==> src/rtl/ranger_pkg.sv <==
// Shared types and constants for the multi-channel ultrasonic ranger.
// Holds the FSM state encoding, the echo-time-to-centimetre ratio and the tick-rate helper.
package ranger_pkg;

    typedef enum logic [2:0] {
        IDLE,
        TRIG,
        WAIT,
        MEAS,
        STORE,
        GAP
    } ranger_state_t;

    // Round-trip echo time for one centimetre of range.
    localparam int US_PER_CM = 58;

    function automatic int cycles_per_us(input longint clk_hz);
        return int'(clk_hz / 64'd1_000_000);
    endfunction

endpackage

==> src/rtl/ranger_tick.sv <==
// Free-running microsecond strobe: tick is high for one cycle every CLK_HZ/1e6 cycles.
module ranger_tick
    import ranger_pkg::*;
#(
    parameter int CLK_HZ = 50_000_000
) (
    input  logic clk,
    input  logic rst_n,
    output logic tick
);

    localparam int CPU   = cycles_per_us(CLK_HZ);
    localparam int CNT_W = (CPU > 1) ? $clog2(CPU) : 1;
    localparam logic [CNT_W-1:0] LAST = CNT_W'(CPU - 1);

    logic [CNT_W-1:0] cnt_q, cnt_d;
    logic             tick_q, tick_d;

    always_comb begin
        tick_d = (cnt_q == LAST);
        cnt_d  = tick_d ? '0 : cnt_q + 1'b1;
    end

    // NOTE: sequential state uses non-blocking assignments only, so every flop samples pre-edge values.
    always_ff @(posedge clk or negedge rst_n) begin
        if (!rst_n) begin
            cnt_q  <= '0;
            tick_q <= 1'b0;
        end else begin
            cnt_q  <= cnt_d;
            tick_q <= tick_d;
        end
    end

    assign tick = tick_q;

endmodule

==> src/rtl/multi_ranger.sv <==
// Round-robin HC-SR04 ranging controller for N_CH sensors: trigger, echo timing, cm conversion.
// Optional near-flag hysteresis is enabled by defining RANGER_HYST_EN.
module multi_ranger
    import ranger_pkg::*;
#(
    parameter int CLK_HZ     = 50_000_000,
    parameter int N_CH       = 2,
    parameter int DIST_W     = 8,
    parameter int TRIG_US    = 10,
    parameter int TIMEOUT_US = 30000,
    parameter int SLOT_MS    = 60,
    parameter int NEAR_CM    = 20,
    parameter int HYST_CM    = 3
) (
    input  logic                     clk,
    input  logic                     rst_n,
    input  logic                     en,
    input  logic [N_CH-1:0]          echo,
    output logic [N_CH-1:0]          trig,
    output logic [N_CH*DIST_W-1:0]   distance,
    output logic [N_CH-1:0]          valid,
    output logic [N_CH-1:0]          near,
    output logic [N_CH-1:0]          timeout,
    output logic                     busy
);

    localparam int SLOT_US = SLOT_MS * 1000;
    localparam int PH_MAX  = (TIMEOUT_US > TRIG_US) ? TIMEOUT_US : TRIG_US;
    localparam int PH_W    = $clog2(PH_MAX + 1);
    localparam int SLOT_W  = $clog2(SLOT_US + 1);
    localparam int SUB_W   = $clog2(US_PER_CM);
    localparam int CH_W    = (N_CH > 1) ? $clog2(N_CH) : 1;

    localparam logic [PH_W-1:0]   TRIG_LAST = PH_W'(TRIG_US - 1);
    localparam logic [PH_W-1:0]   TO_LAST   = PH_W'(TIMEOUT_US - 1);
    localparam logic [SLOT_W-1:0] SLOT_LAST = SLOT_W'(SLOT_US - 1);
    localparam logic [SUB_W-1:0]  SUB_LAST  = SUB_W'(US_PER_CM - 1);
    localparam logic [CH_W-1:0]   CH_LAST   = CH_W'(N_CH - 1);
    localparam logic [DIST_W-1:0] DIST_MAX  = '1;

`ifdef RANGER_HYST_EN
    localparam int CLEAR_CM = NEAR_CM + HYST_CM;
`else
    // Zero-width band: near reduces to a plain (distance < NEAR_CM) compare.
    localparam int CLEAR_CM = NEAR_CM + 0 * HYST_CM;
`endif

    logic                   tick;
    logic [N_CH-1:0]        echo_meta_q, echo_sync_q, echo_prev_q;
    ranger_state_t          state_q, state_d;
    logic [CH_W-1:0]        ch_q, ch_d;
    logic [PH_W-1:0]        phase_q, phase_d;
    logic [SLOT_W-1:0]      slot_q, slot_d;
    logic [SUB_W-1:0]       sub_q, sub_d;
    logic [DIST_W-1:0]      cm_q, cm_d;
    logic                   to_q, to_d;
    logic [N_CH-1:0]        trig_q, trig_d;
    logic [N_CH-1:0]        valid_q, valid_d;
    logic [N_CH-1:0]        near_q, near_d;
    logic [N_CH-1:0]        timeout_q, timeout_d;
    logic [N_CH*DIST_W-1:0] dist_q, dist_d;
    logic [N_CH-1:0]        ch_onehot;
    logic                   echo_cur, echo_rise;

    ranger_tick #(.CLK_HZ(CLK_HZ)) u_tick (
        .clk   (clk),
        .rst_n (rst_n),
        .tick  (tick)
    );

    // The third stage keeps the previous synchronised level so only a genuine 0->1 edge starts a measurement.
    always_ff @(posedge clk or negedge rst_n) begin
        if (!rst_n) begin
            echo_meta_q <= '0;
            echo_sync_q <= '0;
            echo_prev_q <= '0;
        end else begin
            echo_meta_q <= echo;
            echo_sync_q <= echo_meta_q;
            echo_prev_q <= echo_sync_q;
        end
    end

    assign ch_onehot = N_CH'(1) << ch_q;
    assign echo_cur  = echo_sync_q[ch_q];
    assign echo_rise = echo_sync_q[ch_q] & ~echo_prev_q[ch_q];

    always_comb begin
        // NOTE: every variable gets a default before the case, so no path can infer a latch.
        state_d   = state_q;
        ch_d      = ch_q;
        phase_d   = phase_q;
        slot_d    = slot_q;
        sub_d     = sub_q;
        cm_d      = cm_q;
        to_d      = to_q;
        trig_d    = '0;
        valid_d   = '0;
        near_d    = near_q;
        timeout_d = timeout_q;
        dist_d    = dist_q;

        if (tick && state_q != IDLE && slot_q != SLOT_LAST) slot_d = slot_q + 1'b1;

        case (state_q)
            IDLE: begin
                if (en) begin
                    state_d = TRIG;
                    phase_d = '0;
                    slot_d  = '0;
                end
            end
            TRIG: begin
                trig_d = ch_onehot;
                if (tick) begin
                    if (phase_q == TRIG_LAST) begin
                        state_d = WAIT;
                        phase_d = '0;
                        to_d    = 1'b0;
                        sub_d   = '0;
                        cm_d    = '0;
                    end else begin
                        phase_d = phase_q + 1'b1;
                    end
                end
            end
            WAIT: begin
                if (tick) phase_d = phase_q + 1'b1;
                if (tick && phase_q == TO_LAST) begin
                    state_d = STORE;
                    to_d    = 1'b1;
                end else if (echo_rise) begin
                    state_d = MEAS;
                    sub_d   = tick ? SUB_W'(1) : '0;
                    cm_d    = '0;
                end
            end
            MEAS: begin
                if (tick) phase_d = phase_q + 1'b1;
                if (tick && phase_q == TO_LAST) begin
                    state_d = STORE;
                    to_d    = 1'b1;
                end else if (!echo_cur) begin
                    state_d = STORE;
                end else if (tick) begin
                    // Divider-free conversion: every US_PER_CM echo-high ticks add one saturating cm.
                    if (sub_q == SUB_LAST) begin
                        sub_d = '0;
                        if (cm_q != DIST_MAX) cm_d = cm_q + 1'b1;
                    end else begin
                        sub_d = sub_q + 1'b1;
                    end
                end
            end
            STORE: begin
                valid_d = ch_onehot;
                state_d = GAP;
                if (to_q) begin
                    dist_d[ch_q*DIST_W +: DIST_W] = DIST_MAX;
                    timeout_d[ch_q]               = 1'b1;
                    near_d[ch_q]                  = 1'b0;
                end else begin
                    dist_d[ch_q*DIST_W +: DIST_W] = cm_q;
                    timeout_d[ch_q]               = 1'b0;
                    if (int'(cm_q) < NEAR_CM)        near_d[ch_q] = 1'b1;
                    else if (int'(cm_q) >= CLEAR_CM) near_d[ch_q] = 1'b0;
                end
            end
            GAP: begin
                if (tick && slot_q == SLOT_LAST) begin
                    ch_d    = (ch_q == CH_LAST) ? '0 : ch_q + 1'b1;
                    slot_d  = '0;
                    phase_d = '0;
                    state_d = en ? TRIG : IDLE;
                end
            end
            default: state_d = IDLE;
        endcase
    end

    always_ff @(posedge clk or negedge rst_n) begin
        if (!rst_n) begin
            state_q   <= IDLE;
            ch_q      <= '0;
            phase_q   <= '0;
            slot_q    <= '0;
            sub_q     <= '0;
            cm_q      <= '0;
            to_q      <= 1'b0;
            trig_q    <= '0;
            valid_q   <= '0;
            near_q    <= '0;
            timeout_q <= '0;
            dist_q    <= '0;
        end else begin
            state_q   <= state_d;
            ch_q      <= ch_d;
            phase_q   <= phase_d;
            slot_q    <= slot_d;
            sub_q     <= sub_d;
            cm_q      <= cm_d;
            to_q      <= to_d;
            trig_q    <= trig_d;
            valid_q   <= valid_d;
            near_q    <= near_d;
            timeout_q <= timeout_d;
            dist_q    <= dist_d;
        end
    end

    assign trig     = trig_q;
    assign distance = dist_q;
    assign valid    = valid_q;
    assign near     = near_q;
    assign timeout  = timeout_q;
    assign busy     = (state_q != IDLE);

endmodule
==> config.mk <==
export PLATFORM = sky130hd
export DESIGN_NAME = multi_ranger
export DESIGN_NICKNAME = d
export VERILOG_FILES = /design/src/rtl/ranger_pkg.sv /design/src/rtl/ranger_tick.sv /design/src/rtl/multi_ranger.sv
export SDC_FILE = /design/constraint.sdc
export NUM_CORES = 1
export LEC_CHECK = 0
export ABC_AREA = 0
export CELL_PAD_IN_SITES_DETAIL_PLACEMENT = 1
export CELL_PAD_IN_SITES_GLOBAL_PLACEMENT = 2
export CORE_UTILIZATION = 38
export CTS_CLUSTER_DIAMETER = 120
export DETAILED_ROUTE_END_ITERATION = 16
export HOLD_SLACK_MARGIN = 0.06
export PLACE_DENSITY_LB_ADDON = 0.1
export SYNTH_ARGS = -nofsm -noshare
export SYNTH_HDL_FRONTEND = slang
export SYNTH_SLANG_ARGS = --single-unit
==> constraint.sdc <==
create_clock -name clk -period 3.05 [get_ports clk]
set_input_delay 0.61 -clock clk [delete_from_list [all_inputs] [get_ports clk]]
set_output_delay 0.61 -clock clk [all_outputs]
set_load 0.01 [all_outputs]
Yosys cells after proc, flatten, opt, wreduce, memory -nomap -nowiden

Index checks and enable logic that the tools add are counted.

Bits in registers: 87
Input bits: 5
Output and inout port bits: 25
Logic and storage cells: 146

Add/subtract/negate cells: 7
Order comparisons: 4
Equal/unequal tests: 27
Shifts and indexed selects: 4
Mux-type cells: 61
Bitwise logic cells: 7
Reduce and logical (&&, ||, !) cells: 19

Operators by type and width:

| operator                 | number |
|---|---|
| $mux 15                  | 5 |
| $mux 8                   | 9 |
| $mux 16                  | 4 |
| $pmux 15 s4              | 1 |
| $mux 6                   | 9 |
| $neg 4->34               | 1 |
| $shift 8x34->16 const A  | 1 |
| $shiftx 8x34->16         | 1 |
| $shiftx 8x34->16 const A | 1 |
| $bwmux 16                | 2 |
| $pmux 16 s2              | 1 |
| $mux 3                   | 8 |
| $pmux 8 s3               | 1 |
| $ne 2x2->1 const B       | 9 |
| $pmux 3 s6               | 1 |
| $pmux 6 s3               | 1 |
| $add 16x1->16 const B    | 1 |
| $eq 16x16->1 const B     | 1 |
| $ne 16x16->1 const B     | 1 |
| $add 15x1->15 const B    | 1 |
| $eq 15x15->1 const B     | 1 |
| $eq 15x4->1 const B      | 1 |
| $add 6x1->6 const B      | 2 |
| $eq 6x6->1 const B       | 2 |
| other kinds (34)         | 64 |

Longest topological paths before layout

Depth in word-level cells: 9
Depth in mapped cells: 8
Mapped depth without buffers: 7

Hierarchy

From an unflattened synthesis, not the netlist that was laid out.

Cell total of the unflattened synthesis: 457
Area total of the unflattened synthesis: 4475.5 µm²

Modules (own cells, without submodules):

| module       | instances | cells each | area an instance (µm²) | seq. area each (µm²) |
|---|---|---|---|---|
| multi_ranger | 1         | 430        | 4165.2                 | 2001.9 |
| ranger_tick  | 1         | 27         | 310.3                  | 175.2 |

Worst setup path before layout

No wires, ideal clock.

Kind: register to register
From: reg phase_q[1]
To: reg cm_q[4]
Setup time: 126 ps
Data arrival time: 2250 ps
Required time: 2924 ps
Path slack: 674 ps
Cell stages (with the launch flop): 8
Path buffers: 0
Period minus slack after synthesis: 2376 ps
Path through: dfrtp_1 -> inv_1 -> ha_1 -> or4bb_1 -> nor4_4 -> a31oi_2 -> or3_4 -> a221o_1

Longest elaborated chain between the ends: 4
Elaborated cells on any way between the ends: 7
Those cells by class: 5 x eq/ne; 2 x reduce/logical

RTL lines:

| what                                   | line                                     | RTL |
|---|---|---|
| start: declaration                     | multi_ranger.sv:52                       | `logic [PH_W-1:0] phase_q, phase_d;` |
| start signal: assignment               | multi_ranger.sv:198                      | `phase_q <= phase_d;` |
| $eq 15x15->1                           | multi_ranger.sv:129, multi_ranger.sv:140 |  |
| $logic_and 1x1->1                      | multi_ranger.sv:129, multi_ranger.sv:140 |  |
| $ne 2x2->1 (no source line)            | n/a                                      |  |
| $reduce_and 10->1 (no source line) (*) | n/a                                      |  |
| end signal: assignment                 | multi_ranger.sv:201                      | `cm_q <= cm_d;` |
| end: declaration                       | multi_ranger.sv:55                       | `logic [DIST_W-1:0] cm_q, cm_d;` |

Mark *: on every way between the ends. The rest lies on a longest branch, timed or not.
A chain may end at the register's enable or synchronous reset.

Worst setup path in the final report

From: reg slot_q[0]
To: reg phase_q[6]

Longest elaborated chain between the ends: 4

RTL lines:

| what                              | line                | RTL |
|---|---|---|
| start: declaration                | multi_ranger.sv:53  | `logic [SLOT_W-1:0] slot_q, slot_d;` |
| start signal: assignment          | multi_ranger.sv:199 | `slot_q <= slot_d;` |
| $eq 16x16->1                      | multi_ranger.sv:170 | `if (tick && slot_q == SLOT_LAST) begin` |
| $logic_and 1x1->1                 | multi_ranger.sv:170 |  |
| $ne 2x2->1 (no source line)       | n/a                 |  |
| $reduce_and 5->1 (no source line) | n/a                 |  |

Every way passes these cells.

==> out/results.ini <==
[finish]
drive_above_1_share_pct = 11.47
final_area_sq_um = 5379
area_growth_pct = 17.78
diodes = 0
nFillCells = 1328
fin_cells = 666
layout.nets = 532
fin_util_pct = 46.51

[placed_design]
placed_cell_area_sq_um = 5102
dp.cells = 650
place.gp.congestion = 0.7620
dp_worst_setup_slack_ns = -0.05629
dpl.hpwl_microns = 8334
port_buffers = 29

[global_route]
grt-busiest-layer = met2
gr-usage-all-layers_pct = 20.59
grt_pass1_vias = 4089
met1_usage_pct = 26.34
grt_use_met3_pct = 2.722
gr-total-overflow = 0
grt_max_degree = 88
use_met2_pct = 35.24
grt_pass1_wl_microns = 20490
antenna_found_initial = 0

[synth]
synth_top_area_share_pct = 47.67
synth_flop_cell = dfrtp_1
synth.distinct_cells = 68
yosys.area.top_type = dfrtp_1
synth.net_count = 489
syn_avg_cell_area_sq_um = 9.614
async_flop_share_pct = 100.0
synth_area_sq_um = 4567
synth_edf_count = 0
netlist_instances = 475
synth_seq_cells = 87
netlist_top_cells_area = dfrtp_1, nor2_1, o21ai_0
yosysSeqAreaShare_pct = 47.67
yosysWarnings = 0

[timing]
finalSetupViolCount = 0
relSlewSlack_pct = 29.20
grt_setup_unrepaired = false
fin_worst_skew_ns = 0.007347
slew_viol_final = 0
worst_pin_slew_ns = 1.054
finalHoldViolCount = 0
setup_ws_ns = 0.2593
timing.final.crit_share_pct = 91.50
final.min_clock_period_ns = 2.791
timing.fmax_mhz = 358.3

[clock_network]
cts_buffer_depth = 2
postCtsResizedCells = 0
clock-sinks = 87
clkLatencyLatePin_ns = 0.35
root_buffer = clkbuf_16
cts_made_buffers = 9
cts_hold_buffers = 0
htree_levels = 3
post_cts_buffers = 0
path_clk_slew_ns = 0.07
cts_tree = done

[setup_path]
critPathCaptureType = flop
crit_start = slot_q[0]
worstSetupStartpointType = flop
cp_data_arrival_time_ns = 3.07
path_cells = ha_1 > nand4_1 > or4_1 > o21a_1 > nor2_1 > a22o_2
path_buf_inv = 0
worstPathRequired_ns = 3.33
crit_slowest_cell = nor2_1
critPathKind = reg -> reg
cpPeakStageDelay_ns = 0.65
r2r-start = slot_q[0]
crit_family = simple AND/OR/NAND/NOR gates
critPathMaxFanout = 12

[pwr]
power.density_nw_per_um2 = 417.5
leakagePower_nw = 2.240
peakVddDrop_mv = 0.3176

[floorplanning]
design.die.area_sq_um = 12460
fp.dieH_microns = 111.6
die_x_microns = 111.6
core_sq_um = 11560
ios = 30
fp-row-count = 39
start_util_pct = 39.49

[drt]
route.antenna.remaining_nets = 0
drt_first_iter_violations = 124
avgRoutedWirePerCell_microns = 17.83
num_vias = 3805
wirelength_microns = 11870
dr.pass1.iters = 12
drt_drc_violations_left = 3
via_per_inst = 5.713

[hold_path]
hold_class = in -> async

[outcome]
status = finished with violations
violations = design-rule violations

[run]
drv_cap = 0

-- stage by stage --
step / power (mW) / setup TNS, ns / hold slack, ns
after floorplan: 1.185 / 0 / 0.3144
after global placement: 1.218 / -0.03584 / 0.3364
after detailed placement: 1.219 / -0.4153 / 0.3362
after CTS: 2.270 / 0 / 0.3177
after global routing: 2.319 / 0 / 0.3419
final: 2.245 / 0 / 0.2734
-- worst paths after layout --
path | slack (ns) | end | depth (start not counted)
setup / recovery | 0.26 | phase_q[6] | 6
hold / removal | 0.27 | sub_q[1] | 2
setup reg to reg | 0.26 | phase_q[6] | 6
hold reg to reg | 0.35 | echo_sync_q[1] | 0
max in group asynchronous | 2.36 | phase_q[9] | 2
min in group clk | 0.35 | echo_sync_q[1] | 0
-- cell usage in the layout, fill, tap and decap left out, types with 12 or more instances in the layout --
cell and instances:
nand2_1 35, nand4_1 18, clkdlybuf4s50_1 28, buf_4 18, nor3_1 15, nor2_1 64, dfrtp_1 87, o21ai_0 33
inv_1 18, a22o_1 12, a21oi_1 18, nand3_1 15
-- cells in the mapped netlist, types with 3 or more instances --
library cell,number
dfrtp_1,87
a22o_1,12
mux2i_1,3
nand4_1,18
inv_1,18
nor3_1,15
or3b_2,3
or4_4,3
a21oi_1,18
o211ai_1,5
xor2_1,7
nor2_1,64
nand2b_1,4
a41oi_1,3
nand3_1,15
and2_1,4
xnor2_1,9
and4_1,3
clkbuf_1,9
or3_1,7
buf_2,4
nor2b_1,7
nor4b_1,3
a31oi_1,5
and3_1,11
o21ai_0,33
nand2_1,35
nor4_1,8
ha_1,9
-- state kept, by name (all words and copies together), names as in the netlist, 3 cells and up, named ones only --
register      count
state_q           3
phase_q          15
distance         16
slot_q           16
u_tick.cnt_q      6
sub_q             6
cm_q              8
-- area by class of cell --
class / count / area [sq um] / share of cell area [%]
clock buffer: 10 / 229.0 / 4.257
clock inverter: 6 / 47.55 / 0.8839
inverter: 19 / 71.32 / 1.326
multi-input combinational: 354 / 2240 / 41.64
sequential: 87 / 2177 / 40.47
tap: 143 / 178.9 / 3.326
timing repair buffer: 47 / 435.4 / 8.095
-- cells by family (layout without fill, tap and decap cells) --
family,Yosys count,in the layout,share of synthesized area [%]
adder cells (fa/ha/maj),9,9,2.466
AND/OR/NAND/NOR,219,219,26.14
multiplexers,7,7,1.808
XOR/XNOR,16,16,3.069
flip-flops,87,87,47.67
buffers and inverters,34,82,3.287
AO/OA/AOI/OAI,103,103,15.56
-- power breakdown --
| part | leakage (nW) | total, mW | switching (mW) | internal (mW) |
|---|---|---|---|---|
| clock | 0.133 | 1.05 | 0.494 | 0.557 |
| sequential | 1.16 | 1.16 | 0.00189 | 1.16 |
| combinational | 0.945 | 0.0355 | 0.0264 | 0.00901 |
| total | 2.24 | 2.25 | 0.522 | 1.72 |
-- layer usage --
metal  vias up  share of wire [%]
met5         -                  0
met1      1930                 47
met3        13                1.7
met2        31                 49
li1       1831                  -
met4         0                1.8
Note: power is estimated with default switching activity, not from simulation.
